**config.mk**
```make
export PLATFORM = sky130hd
export DESIGN_NAME = serial_adder
export DESIGN_NICKNAME = d
export VERILOG_FILES = /design/src/rtl/serial_adder.sv
export SDC_FILE = /design/constraint.sdc
export NUM_CORES = 1
export LEC_CHECK = 0
export ABC_CLOCK_PERIOD_IN_PS = 2700
export CAP_MARGIN = 20
export CELL_PAD_IN_SITES_DETAIL_PLACEMENT = 2
export CELL_PAD_IN_SITES_GLOBAL_PLACEMENT = 2
export CORE_MARGIN = 1
export CORE_UTILIZATION = 33
export CTS_BUF_LIST = sky130_fd_sc_hd__clkbuf_2
export DETAILED_ROUTE_END_ITERATION = 6
export PLACE_DENSITY = 0.76
export SYNTH_ARGS = -nofsm -noshare
export SYNTH_HDL_FRONTEND = slang
export SYNTH_SLANG_ARGS = --single-unit
```
**constraint.sdc**
```tcl
create_clock -name clk -period 2.7 [get_ports clk]
set_clock_uncertainty 0.2 [all_clocks]
set_input_delay 0.54 -clock clk [delete_from_list [all_inputs] [get_ports clk]]
set_output_delay 0.54 -clock clk [all_outputs]
set_load 0.1 [all_outputs]
```
**src/rtl/serial_adder.sv**
```systemverilog
// Bit-serial ripple adder: one full-adder cell and a registered carry, one bit pair per cycle.
// Optional feature: define SERIAL_SUB_EN to add a 'sub' port (sum = op_a - op_b, cout = no borrow).
module serial_adder #(
    parameter int unsigned WIDTH = 8
) (
    input  logic             clk,
    input  logic             rst,
    input  logic             start,
    input  logic [WIDTH-1:0] op_a,
    input  logic [WIDTH-1:0] op_b,
    input  logic             cin,
`ifdef SERIAL_SUB_EN
    input  logic             sub,
`endif
    output logic             busy,
    output logic             done,
    output logic [WIDTH-1:0] sum,
    output logic             cout
);

    localparam int unsigned CNT_W = (WIDTH > 1) ? $clog2(WIDTH) : 1;
    localparam logic [CNT_W-1:0] LAST_BIT = CNT_W'(WIDTH - 1);

    typedef enum logic [1:0] {
        IDLE  = 2'd0,
        SHIFT = 2'd1,
        DONE  = 2'd2
    } state_t;

    state_t            state;
    state_t            state_nxt;
    logic              accept_c;
    logic              last_c;
    logic              bit_s_c;
    logic              carry_nxt_c;
    logic [WIDTH-1:0]  b_load_c;
    logic              carry_load_c;

    logic [WIDTH-1:0]  a_sr;
    logic [WIDTH-1:0]  b_sr;
    logic [WIDTH-1:0]  acc;
    logic              carry;
    logic [CNT_W-1:0]  cnt;

    // Subtract is add of the inverted operand with the carry seeded to one.
`ifdef SERIAL_SUB_EN
    assign b_load_c     = sub ? ~op_b : op_b;
    assign carry_load_c = sub ? 1'b1 : cin;
`else
    assign b_load_c     = op_b;
    assign carry_load_c = cin;
`endif

    // The single full-adder cell.
    assign bit_s_c     = a_sr[0] ^ b_sr[0] ^ carry;
    assign carry_nxt_c = (a_sr[0] & b_sr[0]) | (carry & (a_sr[0] ^ b_sr[0]));
    assign last_c      = (cnt == LAST_BIT);

    // State register.
    always_ff @(posedge clk or posedge rst) begin
        if (rst) state <= IDLE;
        else     state <= state_nxt;
    end

    // Next-state logic; a new request is taken from IDLE or back-to-back from DONE.
    always_comb begin
        state_nxt = state;
        accept_c  = 1'b0;
        case (state)
            IDLE: begin
                if (start) begin
                    accept_c  = 1'b1;
                    state_nxt = SHIFT;
                end
            end
            SHIFT: begin
                if (last_c) state_nxt = DONE;
            end
            DONE: begin
                if (start) begin
                    accept_c  = 1'b1;
                    state_nxt = SHIFT;
                end else begin
                    state_nxt = IDLE;
                end
            end
            default: state_nxt = IDLE;
        endcase
    end

    // Operand capture, bit-serial datapath and result load on entry to DONE.
    always_ff @(posedge clk or posedge rst) begin
        if (rst) begin
            a_sr  <= '0;
            b_sr  <= '0;
            acc   <= '0;
            carry <= 1'b0;
            cnt   <= '0;
            sum   <= '0;
            cout  <= 1'b0;
        end else if (accept_c) begin
            a_sr  <= op_a;
            b_sr  <= b_load_c;
            carry <= carry_load_c;
            acc   <= '0;
            cnt   <= '0;
        end else if (state == SHIFT) begin
            a_sr  <= a_sr >> 1;
            b_sr  <= b_sr >> 1;
            carry <= carry_nxt_c;
            acc   <= {bit_s_c, acc[WIDTH-1:1]};
            cnt   <= cnt + CNT_W'(1);
            if (last_c) begin
                sum  <= {bit_s_c, acc[WIDTH-1:1]};
                cout <= carry_nxt_c;
            end
        end
    end

    // Registered status flags track the state being entered.
    always_ff @(posedge clk or posedge rst) begin
        if (rst) begin
            busy <= 1'b0;
            done <= 1'b0;
        end else begin
            busy <= (state_nxt == SHIFT);
            done <= (state_nxt == DONE);
        end
    end

endmodule

```
Word-level counts from Yosys, hierarchy flattened. Cells that the tools add are included.

Bits of input ports: 20. Bits in registers: 41. Output and inout bits: 11. Word-level logic and storage cells: 42.

Eq/ne operators: 5. Muxes and demuxes: 16. Bitwise operators: 6. Add/subtract/negate cells: 1. Reductions and logical operators: 4.

Operators by type and width (number): $mux W8 (6); $mux W3 (2); $pmux W2 S3 (1); $mux W1 (5); $eq A2 B1 Y1 const B (2); $eq A2 B2 Y1 const B (2); $mux W2 (2); $add A3 B1 Y3 const B (1); $eq A3 B3 Y1 const B (1); $reduce_and A3 Y1 (1); $and A1 B1 Y1 (2); $logic_not A2 Y1 (1); $reduce_bool A2 Y1 (1); $reduce_or A2 Y1 (1); $xor A1 B1 Y1 (2); $not A1 Y1 (1); $or A1 B1 Y1 (1).

Logic depth before layout (Yosys ltp). Gate-level depths: netlist of run 1.

Word-level depth: 5. Mapped depth: 6. Gate-level depth less buffers: 5.

Worst setup path after synthesis of run 1. Ideal clock, no wire load.

Path kind: register to register. Start: reg cnt[0]. End: reg sum[0]. Slack: 0.929 ns. Cell stages (with the launch flop): 6. Clock period less this slack: 1.771 ns. Buffers on the path: 1. Setup time: 0.128 ns. Data required time: 2.372 ns. Arrival: 1.442 ns. Cell sequence: dfrtp_1 ha_1 ha_1 nand3b_1 buf_2 mux2_1.

Word-level cells in the longest chain between the ends: 2.

RTL lines: from (decl) (RTL line 43) `logic [CNT_W-1:0] cnt;`; from (signal assigned) (RTL line 112) `cnt <= cnt + CNT_W'(1);`; $eq A3 B3 Y1 (RTL line 57) `assign last_c = (cnt == LAST_BIT);`; $reduce_and A3 Y1 (no line); to (signal assigned) (RTL line 114) `sum <= {bit_s_c, acc[WIDTH-1:1]};`; to (decl) (RTL line 17) `output logic [WIDTH-1:0] sum,`.

No other way between the ends. A chain may end at the register's enable or synchronous reset.

Worst setup path in the final report of run 1.
Start: reg cnt[0]. End: reg sum[4].

Same word-level chain as after synthesis.

==> results.json, run 1 <==
{
  "start_util_pct": 34.5,
  "cts_hold_buffers": 0,
  "synth_compound_area_share_pct": 15.8,
  "post_cts_buffers": 0,
  "synth-seq-cells": 40,
  "fin_area_sq_um": 2180,
  "synthDistinctLibCells": 27,
  "synth_nets": 169,
  "n_fill_cell": 547,
  "synth-warning-count": 0,
  "ys_seq_area_share_pct": 56.9,
  "arrival_ns": 1.96,
  "rsz0062_at_grt": "no",
  "die-area_sq_um": 5630,
  "min_period_over_period_pct": 69.8,
  "slew_violations": 0,
  "synth_xor_area_share_pct": 0.498,
  "diodes": 0,
  "pin_count": 31,
  "numCtsBuffers": 5,
  "vias": 1284,
  "hold_viol_final": 0,
  "drt_wl_total_um": 4230,
  "layout-drive-gt1-share_pct": 17.7,
  "cts_resized": 0,
  "muxShareOfSynthArea_pct": 10.3,
  "clockBufferDepth": 2,
  "worst_slew_pin_slew_ns": 0.506,
  "worstPathRequired_ns": 2.77,
  "gr-usage-met3_pct": 3.48,
  "critPathSlowestCell": "dfrtp_1",
  "maxSlewHeadroom_pct": 66.3,
  "setup_viol": 0,
  "tns_ns": 0,
  "overflow": 0,
  "place_area_sq_um": 2120,
  "core_area_sq_um": 5110,
  "path_cells": "ha_1 -> ha_1 -> nand3b_1 -> buf_4 -> mux2_2",
  "critPathMaxStageDelay_ns": 0.45,
  "worst-path-buf-inv": 1,
  "fin_nets": 203,
  "drt_first_pass_iters": 2,
  "synthesis.area_sq_um": 1760,
  "layout_min_cycle_time_ns": 1.88,
  "netlist_instances": 146,
  "crit_family": "flip-flops",
  "yosys.area_share.simple_pct": 9.81,
  "grt_max_degree": 41,
  "clk_latency_ns": 0.38,
  "power_density_nw_per_um2": 1310,
  "cts_tree": "yes",
  "power.total_w": 0.00287,
  "avgSynthCellArea_sq_um": 12.1,
  "placedCellCount": 243,
  "crit_fanout": 13,
  "endpoint_kind": "flip-flop",
  "rows": 26,
  "routedWlPerCell_um": 16.9,
  "synth_top_family_by_area": "compound AO/OA/AOI/OAI gates",
  "area_delta_synth_final_pct": 24.1,
  "track_usage_pct": 17.1,
  "gp_congestion": 0.693,
  "drv_cap": 0,
  "leakagePower_nw": 0.973,
  "grt_pass1_wl_um": 6980,
  "clock_sinks": 40,
  "postLayoutCoreUtil_pct": 42.8,
  "detail_route.iter0.violations": 45,
  "hpwl_um": 3020,
  "antenna_found_initial": 0,
  "cts_max_level": 2,
  "crit_type": "flip-flop to flip-flop",
  "drc": 0,
  "vias_per_cell": 5.12,
  "portBuffers": 30,
  "chipWidth_um": 75.0,
  "fin_cells": 251,
  "max_freq_mhz": 531,
  "grtUsageMet1_pct": 18.6,
  "clkSlewWorstSetupHoldPaths_ns": 0.20,
  "outcome": "finished, final reports clean",
  "hold_class": "flip-flop to flip-flop",
  "cts_root_buf": "clkbuf_2",
  "synth-adder-area-share_pct": 2.56,
  "peakVddDrop_mv": 0.482,
  "critPathLaunchType": "flip-flop",
  "ant_nets": 0,
  "crit_top_cell": "ha_1",
  "top_usage_layer": "met2",
  "grtUsageMet2_pct": 32.6,
  "grt_pass1_vias": 1432,
  "die_h_um": 75.0
}
[per-layer routing]
| metal | vias up | wire length, um | part of all wire [%] |
|---|---|---|---|
| met5 | - | 0 | 0 |
| met3 | 6 | 134 | 3.2 |
| met4 | 0 | 57 | 1.3 |
| li1 | 588 | - | - |
| met1 | 662 | 1770 | 42 |
| met2 | 28 | 2260 | 54 |
[sequential cells by signal, summed over array words and instances (netlist names)]
name,cells
a_sr,8
b_sr,8
sum,8
acc,7
cnt,3
state,2
busy,1
carry,1
cout,1
done,1
[metrics by stage]
| stage | setup slack, ns | hold WS (ns) |
|---|---|---|
| after floorplan | 0.929 | 0.259 |
| after global placement | 0.596 | 0.273 |
| after detailed placement | 0.518 | 0.283 |
| after CTS | 0.775 | 0.326 |
| after global routing | 0.763 | 0.354 |
| final | 0.816 | 0.317 |
[logic make-up (layout without fill, tap and decap cells)]
| group | after synthesis | after routing |
|---|---|---|
| xor+xnor | 1 | 1 |
| simple gates | 30 | 30 |
| flops | 40 | 40 |
| mux | 17 | 17 |
| buf+inv | 16 | 51 |
| compound gates | 39 | 39 |
| fa+ha+maj | 3 | 3 |
[where the power goes]
part	leakage (nW)	internal (W)	switching, W
Combinational	0.443	0.000495	0.000982
Clock	0.0380	0.000151	0.000190
Sequential	0.492	0.000866	0.000186
Total	0.973	0.00151	0.00136
[placed cells by master, fill, tap and decap left out, types with 2 or more instances in the layout]
master and count:
mux2_1 4, nor2b_1 9, nand2_1 2, a211oi_1 8, nor2_1 8, a22o_1 11, buf_4 18, mux2_2 5
nand2b_1 2, clkdlybuf4s50_1 19, inv_1 6, clkinv_1 2, o21ai_0 4, a21oi_1 8, nor3_1 6, dfrtp_1 40
o22ai_1 6, ha_1 2, mux2i_1 8, clkbuf_2 5
[cells in the mapped netlist (all sizes together)]
library cell,n,share of area (%)
a211oi,8,3.4
nand2,2,0.43
nor2,9,2.8
nand2b,2,0.71
o21ai,4,1.1
and2b,1,0.50
dfrtp,40,57
o22ai,6,2.1
mux2i,8,4.5
mux2,9,5.8
ha,2,1.4
xnor2,1,0.50
nand3b,1,0.43
nor2b,9,3.2
clkbuf,4,0.92
nor3,6,1.7
inv,6,1.3
a221oi,1,0.85
o2bb2ai,1,0.50
buf,6,2.0
a22o,11,5.5
a21oi,8,2.3
fa,1,1.1
[cell type report]
type,count,area [sq um],share of cell area (%)
clock inverters,3,37.5,1.72
repair buffers,37,325,14.9
well taps,70,87.6,4.01
inverters,6,22.5,1.03
multi-input cells,90,686,31.4
clock buffers,5,25.0,1.15
flip-flops and latches,40,1000,45.8
[path summary, 6_finish.rpt]
path / startpoint / to / slack (ns) / cells after the start
max: cnt[0]$_DFFE_PP0P_ / sum[4]$_DFFE_PP0P_ / 0.82 / 5
min: sum[3]$_DFFE_PP0P_ / sum[3]$_DFFE_PP0P_ / 0.32 / 1
max reg2reg: cnt[0]$_DFFE_PP0P_ / sum[4]$_DFFE_PP0P_ / 0.82 / 5
min reg2reg: sum[3]$_DFFE_PP0P_ / sum[3]$_DFFE_PP0P_ / 0.32 / 1
max in group asynchronous: rst / acc[7]$_DFFE_PP0P_ / 1.58 / 3
min in group asynchronous: rst / a_sr[6]$_DFFE_PP0P_ / 0.35 / 3
Power figures use the tool's default switching activity.
==> run 2: changes to the inputs <==
ABC_CLOCK_PERIOD_IN_PS = 1800   (was 2700)
clock period = 1.8 ns   (was 2.7 ns; I/O delays follow)
==> run 2 against run 1 <==
Compared with the run above: first-iteration DRC count grew 13%; register-to-register slack lost 0.78 ns; critical path depth is the same; largest power group unchanged.
==> results.json, run 2 (synthesis gave the netlist of run 1 again) <==
{
  "vias_per_cell": 5.01,
  "critPathMaxStageDelay_ns": 0.44,
  "rsz0062_at_grt": "yes",
  "arrival_ns": 1.89,
  "portBuffers": 30,
  "track_usage_pct": 16.8,
  "clock_sinks": 40,
  "fin_area_sq_um": 2390,
  "ant_nets": 0,
  "worst_slew_pin_slew_ns": 0.396,
  "final_cell_mix": "40 x dfrtp_1, 19 x clkdlybuf4s50_1, 13 x buf_12, 11 x a22o_1, 10 x buf_4",
  "antenna_found_initial": 0,
  "final.setup.worst_slack_ns": 0.0333,
  "diodes": 0,
  "reg_top3": "a_sr (8), b_sr (8), sum (8)",
  "hold_viol_final": 0,
  "core_area_sq_um": 5110,
  "postLayoutCoreUtil_pct": 46.9,
  "clkSlewWorstSetupHoldPaths_ns": 0.23,
  "chipWidth_um": 75.0,
  "drc": 0,
  "path_cells": "ha_1 -> ha_2 -> nand3b_1 -> buf_12 -> mux2_2",
  "layout_min_cycle_time_ns": 1.77,
  "cts_hold_buffers": 0,
  "peakVddDrop_mv": 0.609,
  "max_freq_mhz": 566,
  "start_util_pct": 34.5,
  "routedWlPerCell_um": 16.9,
  "worstPathRequired_ns": 1.92,
  "worst-path-buf-inv": 1,
  "overflow": 0,
  "grt_pass1_wl_um": 6960,
  "clockBufferDepth": 2,
  "endpoint_kind": "flip-flop",
  "outcome": "finished, final reports clean",
  "setup_viol": 0,
  "place_area_sq_um": 2310,
  "grt_max_degree": 41,
  "n_fill_cell": 532,
  "place_ws_ns": -0.0892,
  "layout-drive-gt1-share_pct": 21.4,
  "cts_tree": "yes",
  "numCtsBuffers": 5,
  "drv_cap": 0,
  "slew_violations": 0,
  "gp_congestion": 0.695,
  "maxSlewHeadroom_pct": 73.6,
  "hpwl_um": 3060,
  "crit_fanout": 7,
  "power_density_nw_per_um2": 1920,
  "crit_type": "flip-flop to flip-flop",
  "critPathLaunchType": "flip-flop",
  "area_delta_synth_final_pct": 36.0,
  "clk_latency_ns": 0.41,
  "die-area_sq_um": 5630,
  "vias": 1288,
  "cts_max_level": 2,
  "final_common_cell": "dfrtp_1",
  "pin_count": 31,
  "fin_nets": 209,
  "hold_class": "input port to async pin",
  "drt_first_pass_iters": 3,
  "min_period_over_period_pct": 98.2,
  "detail_route.iter0.violations": 51,
  "rows": 26,
  "cts_root_buf": "clkbuf_2",
  "leakagePower_nw": 1.04,
  "crit_family": "flip-flops",
  "die_h_um": 75.0,
  "drt_wl_total_um": 4350,
  "critPathSlowestCell": "dfrtp_1",
  "grt_pass1_vias": 1435
}
[run 2: cell count changes in the layout (fill, tap and decap cells not counted), sizes merged]
cell      delta
clkbuf       +1
clkinvlp     +2
bufinv       -1
buf          +5
clkinv       -1
[run 2: repair_timing]
action | in CTS | in global routing
resized for setup | 0 | 1
buffers inserted | 0 | 2
endpoints found under the setup margin | 0 | 4
[run 2: stage by stage]
step	setup TNS, ns	total power (W)	std cells	hold WS (ns)
2_1_floorplan	0	0.00326	146	0.259
6_report	0	0.00460	257	0.0774
3_3_place_gp	-0.0309	0.00407	246	0.285
4_1_cts	0	0.00460	254	0.0794
5_1_grt	-0.0556	0.00490	257	0.0697
3_5_place_dp	-0.703	0.00420	246	0.304
[run 2: power by group]
group          switching (W)  internal (W)
logic                0.00149       0.00108
clock network       0.000308     0.0000899
registers           0.000335       0.00130
total                0.00214       0.00247
[run 2: layer usage]
layer  vias to the layer above  part of all wire [%]  track usage (%)
li1                        606                     -                -
met1                       649                    45             19.9
met2                        26                    51             30.0
met3                         7                   3.0             4.15
met4                         0                   1.1             5.03
met5                         -                     0                0
[run 2: worst reg2reg max path: stages, from the launching register on]
cell      delay [ns]
dfrtp_1         0.44
ha_1            0.21
ha_2            0.20
nand3b_1        0.17
buf_12          0.15
mux2_2          0.33
[run 2: final timing paths]
path | start | endpoint | slack (ns) | depth (start not counted)
min in group clk | op_a[7] | a_sr[7]$_DFFE_PP0P_ | 0.33 | 2
max reg2reg | cnt[1]$_DFFE_PP0P_ | sum[5]$_DFFE_PP0P_ | 0.03 | 5
min reg2reg | acc[1]$_DFFE_PP0P_ | sum[0]$_DFFE_PP0P_ | 0.35 | 1
max in group asynchronous | rst | a_sr[3]$_DFFE_PP0P_ | 1.10 | 3
min | rst | sum[0]$_DFFE_PP0P_ | 0.08 | 3
max | cnt[1]$_DFFE_PP0P_ | sum[5]$_DFFE_PP0P_ | 0.03 | 5
[run 2: cell type report]
cell class,instances,area (sq um),area share (%)
timing repair buffer,43,551,23.0
tap,70,87.6,3.66
multi-input combinational,90,688,28.8
inverter,6,22.5,0.941
clock buffer,5,25.0,1.05
sequential,40,1000,41.8
clock inverter,3,18.8,0.784
==> run 3: changes to the inputs <==
CORE_ASPECT_RATIO = 1.25   (was not set)
PLACE_DENSITY = not set   (was 0.76)
PLACE_DENSITY_LB_ADDON = 0.1   (was not set)
==> run 3 against run 2 <==
Compared with the run above: routed wire length shrank 12%; sequential cell count did not move; power increased by 1.9%; combinational power shrank 2%; clock power grew 39%; global-route usage decreased by 0.93 points; highest routed layer unchanged; hold slack improved by 0.0075 ns; critical path type unchanged; non-clock buffer count is 1 lower; sequential share of layout area shrank 0.087 points; final cell count shrank 3.5%; core utilization hardly changed; first-iteration DRC count grew 16%.
==> results.json, run 3 (synthesis gave the netlist of run 1 again) <==
{
  "cts_root_buf": "clkbuf_2",
  "crit_fanout": 13,
  "grt_pass1_wl_um": 6620,
  "die_h_um": 83.7,
  "rrSetupSlack_ns": 0.06,
  "final_common_cell": "dfrtp_1",
  "clkPwrFrac_pct": 11.8,
  "drt_first_pass_iters": 4,
  "max_freq_mhz": 574,
  "crit_type": "flip-flop to flip-flop",
  "final_cell_mix": "40 x dfrtp_1, 19 x clkdlybuf4s50_1, 14 x buf_12, 11 x a22o_1",
  "fin_cells": 248,
  "cts_tree": "yes",
  "path_cells": "ha_1 -> ha_2 -> nand3b_1 -> buf_12 -> mux2_2",
  "critPathLaunchType": "flip-flop",
  "vias": 1256,
  "p_sw_w": 0.00209,
  "p_comb_share_pct": 53.6,
  "start_util_pct": 34.4,
  "diodes": 0,
  "overflow": 0,
  "rsz0062_at_grt": "no",
  "fin_nets": 208,
  "detail_route.iter0.violations": 59,
  "routedWlPerCell_um": 15.5,
  "rows": 29,
  "post_cts_buffers": 0,
  "worst-path-buf-inv": 1,
  "grt_pass1_vias": 1375,
  "postLayoutCoreUtil_pct": 46.9,
  "layout-drive-gt1-share_pct": 21.5,
  "die-area_sq_um": 5630,
  "drv_cap": 0,
  "cts_hold_buffers": 0,
  "gp_congestion": 0.662,
  "power_density_nw_per_um2": 1950,
  "clkSlewWorstSetupHoldPaths_ns": 0.21,
  "min_period_over_period_pct": 96.9,
  "pwr-share-seq_pct": 34.6,
  "pin_count": 31,
  "critPathMaxStageDelay_ns": 0.45,
  "r2r_cells": 5,
  "layout_min_cycle_time_ns": 1.74,
  "placedCellCount": 240,
  "track_usage_pct": 15.9,
  "fin_area_sq_um": 2400,
  "worst_slew_pin_slew_ns": 0.351,
  "clock_sinks": 40,
  "peakVddDrop_mv": 0.647,
  "top_layer_used": "met4",
  "reg_top3": "a_sr (8), b_sr (8), sum (8)",
  "numCtsBuffers": 5,
  "cts_max_level": 2,
  "hold_viol_final": 0,
  "antenna_found_initial": 0,
  "hold_class": "input port to async pin",
  "wl_met3_um": 153,
  "portBuffers": 30,
  "clockBufferDepth": 2,
  "worstPathRequired_ns": 1.93,
  "p_int_w": 0.00260,
  "reg2reg_from": "cnt[1]$_DFFE_PP0P_",
  "switching_share_pct": 44.5,
  "hpwl_um": 2870,
  "seq_area_sq_um": 1000,
  "multi_input_area_sq_um": 688,
  "maxSlewHeadroom_pct": 76.6,
  "met2_length_um": 2010,
  "place_area_sq_um": 2320,
  "ant_nets": 0,
  "grt_max_degree": 41,
  "n_fill_cell": 510,
  "arrival_ns": 1.87,
  "endpoint_kind": "flip-flop",
  "core_area_sq_um": 5120,
  "setup_viol": 0,
  "drt-met1-wl_um": 1630,
  "critPathSlowestCell": "dfrtp_1",
  "leakagePower_nw": 1.05,
  "vias_per_cell": 5.06,
  "drt_wl_total_um": 3840,
  "crit_family": "flip-flops",
  "chipWidth_um": 67.3,
  "drc": 0,
  "power.total_w": 0.00469,
  "slew_violations": 0,
  "reg2reg_to": "sum[6]$_DFFE_PP0P_",
  "outcome": "finished, final reports clean",
  "area_delta_synth_final_pct": 36.2,
  "clk_latency_ns": 0.41
}
[run 3: final cells by class]
type	instances	share of cell area [%]
clock buffers	5	1.04
clock inverters	3	1.93
inverters	6	0.939
multi-input cells	90	28.7
flip-flops and latches	40	41.7
well taps	62	3.23
repair buffers	42	22.4
[run 3: per-layer routing]
layer  vias up  global-route usage (%)
met5         -                       0
met4         0                    4.64
met3         5                    4.51
met2        26                    26.3
met1       626                    19.6
li1        599                       -
[run 3: how the worst max path moves through the flow]
stage                             from                  end  slack [ns]  depth (start not counted)
floorplan           cnt[0]$_DFFE_PP0P_   sum[0]$_DFFE_PP0P_        0.03                          5
global placement                 start    carry$_DFFE_PP0P_      -0.002                          6
detailed placement               start  a_sr[3]$_DFFE_PP0P_       -0.04                          6
CTS                 cnt[0]$_DFFE_PP0P_   sum[6]$_DFFE_PP0P_        0.04                          5
global route        cnt[0]$_DFFE_PP0P_   sum[6]$_DFFE_PP0P_       0.005                          5
finish              cnt[1]$_DFFE_PP0P_   sum[6]$_DFFE_PP0P_        0.06                          5
[run 3: per-stage QoR]
| step | setup slack, ns | hold slack (ns) | TNS (ns) |
|---|---|---|---|
| floorplan | 0.0294 | 0.259 | 0 |
| global placement | -0.00215 | 0.288 | -0.00243 |
| detailed placement | -0.0405 | 0.292 | -0.206 |
| CTS | 0.0368 | 0.0546 | 0 |
| global route | 0.00497 | 0.0658 | 0 |
| finish | 0.0566 | 0.0849 | 0 |
[run 3: worst min-delay path: cells and delay by family]
family,cells,cell delay [ns]
buffers and inverters,3,0.74
[run 3: power groups by stage]
stage	Combinational, W	Sequential (W)	Clock (W)
final	0.00251	0.00162	0.000552
after detailed placement	0.00255	0.00166	0
after global placement	0.00247	0.00163	0
after CTS	0.00256	0.00163	0.000582
after global routing	0.00272	0.00168	0.000611
after floorplan	0.000992	0.00227	0
[run 3: timing repair]
action / in CTS / in global routing
gates resized for setup: 1 / 0
endpoints found under the setup margin: 1 / 0
hold endpoints to repair: 0 / 0
